### src/rtl/mod7_seq_monitor.sv
// mod7_seq_monitor: samples a JK modulo-7 counter every clock and checks each
// step against the legal 0..6 sequence (7 is the preset state). Counts
// completed cycles, latches and counts faults. The seven-segment output is
// built only when MOD7_MON_SEG7_EN is defined; otherwise seg is tied to 0.
module mod7_seq_monitor #(
    parameter int unsigned CW     = 8,
    parameter int unsigned RESYNC = 2
) (
    input  logic          clk,
    input  logic          rst,
    input  logic          set_in,
    input  logic          q2,
    input  logic          q1,
    input  logic          q0,
    output logic [2:0]    digit,
    output logic          wrap,
    output logic [CW-1:0] cycles,
    output logic          err,
    output logic [7:0]    err_cnt,
    output logic [1:0]    st,
    output logic [6:0]    seg
);

    typedef enum logic [1:0] {
        IDLE  = 2'b00,
        TRACK = 2'b01,
        FAULT = 2'b10
    } state_t;

    localparam logic [2:0] RESYNC_N = 3'(RESYNC);

    state_t     state;
    logic [2:0] cur;
    logic [2:0] prev;
    logic       set_d;
    logic       set_d2;
    logic       primed;
    logic [2:0] rc;

    logic [2:0] exp_val;
    logic       legal;
    logic       wrap_step;

    // set_d2 carries the set sampled together with prev, so it governs the
    // prev -> cur step currently being judged.
    always_comb begin
        exp_val = prev + 3'd1;
        if (set_d2) begin
            exp_val = 3'd7;
        end else if (prev == 3'd6 || prev == 3'd7) begin
            exp_val = 3'd0;
        end
        // a step right after a preset is never an error, whatever cur is
        legal     = set_d2 || (cur == exp_val);
        wrap_step = legal && !set_d2 && (prev == 3'd6) && (cur == 3'd0);
    end

    // Sampling pipeline, sequence-check FSM and counters.
    always_ff @(posedge clk) begin
        if (rst) begin
            cur     <= 3'd0;
            prev    <= 3'd0;
            set_d   <= 1'b0;
            set_d2  <= 1'b0;
            primed  <= 1'b0;
            state   <= IDLE;
            rc      <= 3'd0;
            wrap    <= 1'b0;
            cycles  <= '0;
            err     <= 1'b0;
            err_cnt <= 8'd0;
        end else begin
            cur    <= {q2, q1, q0};
            prev   <= cur;
            set_d  <= set_in;
            set_d2 <= set_d;
            primed <= 1'b1;
            wrap   <= 1'b0;
            case (state)
                IDLE: begin
                    // prev becomes valid one edge after the first sample
                    if (primed) begin
                        state <= TRACK;
                    end
                end
                TRACK: begin
                    if (!legal) begin
                        state <= FAULT;
                        err   <= 1'b1;
                        rc    <= 3'd0;
                        if (err_cnt != 8'hFF) begin
                            err_cnt <= err_cnt + 8'd1;
                        end
                    end else if (wrap_step) begin
                        wrap   <= 1'b1;
                        cycles <= cycles + CW'(1);
                    end
                end
                FAULT: begin
                    if (legal) begin
                        if (wrap_step) begin
                            wrap   <= 1'b1;
                            cycles <= cycles + CW'(1);
                        end
                        if (rc + 3'd1 == RESYNC_N) begin
                            state <= TRACK;
                            rc    <= 3'd0;
                        end else begin
                            rc <= rc + 3'd1;
                        end
                    end else begin
                        rc <= 3'd0;
                        if (err_cnt != 8'hFF) begin
                            err_cnt <= err_cnt + 8'd1;
                        end
                    end
                end
                default: begin
                    state <= IDLE;
                end
            endcase
        end
    end

    assign digit = cur;
    assign st    = state;

`ifdef MOD7_MON_SEG7_EN
    logic to_fault;

    // Next state is FAULT: the display shows 'E' in step with st.
    always_comb begin
        to_fault = 1'b0;
        case (state)
            TRACK:   to_fault = !legal;
            FAULT:   to_fault = !(legal && (rc + 3'd1 == RESYNC_N));
            default: to_fault = 1'b0;
        endcase
    end

    function automatic logic [6:0] seg_decode(input logic [2:0] v);
        logic [6:0] s;
        case (v)
            3'd0:    s = 7'h3F;
            3'd1:    s = 7'h06;
            3'd2:    s = 7'h5B;
            3'd3:    s = 7'h4F;
            3'd4:    s = 7'h66;
            3'd5:    s = 7'h6D;
            3'd6:    s = 7'h7D;
            default: s = 7'h40;
        endcase
        return s;
    endfunction

    // Registered seven-segment digit of the current count.
    always_ff @(posedge clk) begin
        if (rst) begin
            seg <= 7'h00;
        end else if (to_fault) begin
            seg <= 7'h79;
        end else begin
            seg <= seg_decode(cur);
        end
    end
`else
    assign seg = 7'h00;
`endif

endmodule

### config.mk
export PLATFORM = sky130hd
export DESIGN_NAME = mod7_seq_monitor
export DESIGN_NICKNAME = d
export VERILOG_FILES = /design/src/rtl/mod7_seq_monitor.sv
export SDC_FILE = /design/constraint.sdc
export NUM_CORES = 1
export LEC_CHECK = 0
export ABC_AREA = 1
export BUFFER_PORTS_ARGS = -buffer_cell sky130_fd_sc_hd__buf_2
export CORE_ASPECT_RATIO = 1.5
export CORE_MARGIN = 5
export CORE_UTILIZATION = 29
export DETAILED_ROUTE_END_ITERATION = 6
export PLACE_DENSITY_LB_ADDON = 0.25
export SLEW_MARGIN = 20
export SYNTH_ARGS = -nofsm -noshare
export SYNTH_HDL_FRONTEND = slang
export SYNTH_SLANG_ARGS = --single-unit
### constraint.sdc
create_clock -name clk -period 3.75 [get_ports clk]
set_input_delay 0.75 -clock clk [delete_from_list [all_inputs] [get_ports clk]]
set_output_delay 0.75 -clock clk [all_outputs]
set_load 0.01 [all_outputs]
==> reports/qor.json <==
{
  "outcome": "finished, final reports clean",
  "cts_hold_buf": 0,
  "critical_path.endpoint_type": "register",
  "powerDensity_mw_per_mm2": 550.3,
  "fp.coreArea_sq_mm": 0.005743,
  "syn-cell-area_sq_mm": 0.001703,
  "total_power_mw": 1.101,
  "cts-buffers-inserted": 5,
  "layout_area_growth_over_synthesis_pct": 17.49,
  "cts_resized": 0,
  "clockRootBuffer": "sky130_fd_sc_hd__clkbuf_8",
  "timing.setup.critical_path_class": "register to register",
  "die_h_um": 103.9,
  "antenna_found_initial": 0,
  "synth.ff_latch_count": 32,
  "wire_length_of_the_first_global_routing_pass_um": 6292,
  "boundaryPins": 36,
  "max_cap_violations": 0,
  "detail_route.iter0.violations": 81,
  "avgRoutedWirePerCell_um": 10.52,
  "power_frac_clock": 0.333,
  "setup-tns-final_ns": 0,
  "route.detailed.vias_per_inst": 4.341,
  "finalWorstPathRequiredPeriod_ns": 1.971,
  "clk_pin_slew_ns": 0.07,
  "drt_wl_total_um": 3610,
  "cts_tree": "done",
  "power_frac_comb": 0.294,
  "fmax_mhz": 507.3,
  "die_area_sq_mm": 0.007536,
  "floorplan_die_width_um": 72.57,
  "clkLatencyLatePin_ns": 0.28,
  "synth_top_cell_area_share": 0.3762,
  "netlist_top_cells_area": "sky130_fd_sc_hd__dfxtp_1, sky130_fd_sc_hd__inv_1, sky130_fd_sc_hd__nand2_1",
  "critical_path_arrival_ns": 2.17,
  "worst_ir_drop_vdd_v": 0.0002145,
  "drt_pass1_iterations": 4,
  "finalSetupViolCount": 0,
  "rsz0062_at_grt": "no",
  "clock-skew-final_ns": 0.004508,
  "number_of_global_route_vias_before_repair": 1435,
  "netlist.top_cell.by_area": "sky130_fd_sc_hd__dfxtp_1",
  "power_leakage_nw": 0.9547,
  "post-cts-setup-buffers": 0,
  "flop_pwr_share": 0.372,
  "ys_warn_count": 0,
  "final_layout_size_suffix_gt1_frac": 0.1587,
  "num-nets-final": 287,
  "insertedDiodeCount": 0,
  "power.share.switching": 0.3415,
  "floorplan.initialDensity": 0.2965,
  "synth.yosys.seq_area_share": 0.3762,
  "post_synth_inst_count": 241,
  "port_buffers": 28,
  "layout_commonest_cell": "sky130_fd_sc_hd__inv_1",
  "setup.worst_path.start_class": "register",
  "clock-sinks": 32,
  "remaining_drc_errors": 0,
  "internal_power_component_mw": 0.7249,
  "htree_levels": 2,
  "ctsLongestPathBuffers": 2,
  "via_count": 1489,
  "ant_nets": 0,
  "final_min_period_over_clock_period": 0.5257,
  "cp_max_fo": 16,
  "place.gp.congestion": 0.8116,
  "worst_ep_required_time_ns": 3.95,
  "mean_instance_size_in_the_synthesized_netlist_sq_um": 7.066,
  "grt_start_max_net_pins": 23,
  "detailedPlacementHpwl_um": 2757,
  "p_sw_mw": 0.3760,
  "core.rowCount": 34,
  "timing_max_transition_violations_final": 0,
  "synth.lib_cells_used.distinct": 25,
  "grt-ovfl-total": 0,
  "groute.usage.overall": 0.1035,
  "report.final.hold_viol_count": 0,
  "worst_hold_path_type": "register to register",
  "layout.cells.most_common_list": "sky130_fd_sc_hd__inv_1, sky130_fd_sc_hd__nand2_1, sky130_fd_sc_hd__dfxtp_1"
}
state kept, by name, summed over array words and instances (netlist names):
name     count
primed       1
wrap         1
prev         3
err_cnt      8
set_d        1
cycles       8
digit        3
err          1
set_d2       1
st           2
rc           3
cell type report:
cell class / count / area (sq um)
timing repair buffer: 28 / 140.1
sequential: 32 / 640.6
clock inverter: 1 / 30.03
tap: 72 / 90.09
fill: 644 / 3742
multi-input combinational: 155 / 823.3
inverter: 48 / 180.2
clock buffer: 7 / 96.34
power groups by stage:
| stage | clock [mW] | sequential, mW | combinational (mW) |
|---|---|---|---|
| final | 0.367 | 0.410 | 0.324 |
| after global routing | 0.397 | 0.419 | 0.378 |
| after CTS | 0.379 | 0.411 | 0.330 |
| after detailed placement | 0 | 0.419 | 0.329 |
| after global placement | 0 | 0.417 | 0.323 |
| after floorplan | 0 | 0.424 | 0.258 |
logic make-up (layout without fill, tap and decap cells):
| logic type | count (synthesis) | in the layout | share of synthesized area |
|---|---|---|---|
| simple gates | 105 | 105 | 0.2777 |
| buf+inv | 60 | 84 | 0.1536 |
| flops | 32 | 32 | 0.3762 |
| compound gates | 27 | 27 | 0.08376 |
| fa+ha+maj | 11 | 11 | 0.08082 |
| xor+xnor | 5 | 5 | 0.02572 |
| other cells | 1 | 7 | 0.002202 |
metrics by stage:
| step | setup slack (ns) | instances | util | instance area (sq um) | hold slack (ns) |
|---|---|---|---|---|---|
| global route | 1.507 | 343 | 0.3484 | 2001 | 0.4276 |
| floorplan | 2.017 | 247 | - | 1725 | 0.3883 |
| finish | 1.779 | 343 | 0.3484 | 2001 | 0.4041 |
| global placement | 1.814 | 335 | 0.3264 | 1874 | 0.3971 |
| CTS | 1.781 | 343 | 0.3484 | 2001 | 0.4067 |
| detailed placement | 1.786 | 335 | 0.3264 | 1874 | 0.3968 |
cells in the mapped netlist (all sizes together):
cell type / count
inv: 48
xor2: 2
o21bai: 1
nor2: 23
nor3: 16
clkbuf: 2
a31oi: 1
xnor2: 3
conb: 1
o21ai: 12
nand3: 17
nand2: 44
nand4: 5
dfxtp: 32
a21oi: 13
ha: 11
buf: 10
worst max-delay path, cell delays in order (launching register included):
cell	delay, ns
sky130_fd_sc_hd__dfxtp_1	0.34
sky130_fd_sc_hd__inv_1	0.06
sky130_fd_sc_hd__ha_1	0.28
sky130_fd_sc_hd__inv_1	0.05
sky130_fd_sc_hd__nand2_1	0.06
sky130_fd_sc_hd__nand2_1	0.06
sky130_fd_sc_hd__nand2_1	0.05
sky130_fd_sc_hd__nand2_1	0.07
sky130_fd_sc_hd__nand2_2	0.08
sky130_fd_sc_hd__nor2_4	0.14
sky130_fd_sc_hd__nand3_2	0.26
sky130_fd_sc_hd__o21ai_0	0.25
sky130_fd_sc_hd__inv_1	0.06
sky130_fd_sc_hd__nor3_1	0.13
worst paths after layout:
check	startpoint	end	slack, ns	cells past startpoint
max	prev[0]	cycles[2]	1.78	13
min	set_d	set_d2	0.40	2
max reg2reg	prev[0]	cycles[2]	1.78	13
min reg2reg	set_d	set_d2	0.40	2
metal layers:
metal / vias up / wire length [um] / track usage
li1: 796 / - / -
met1: 662 / 1494 / 0.1165
met2: 27 / 1902 / 0.1796
met3: 4 / 151 / 0.02515
met4: 0 / 62 / 0.04485
met5: - / 0 / 0
No activity file was read; power rests on OpenSTA's default activity.
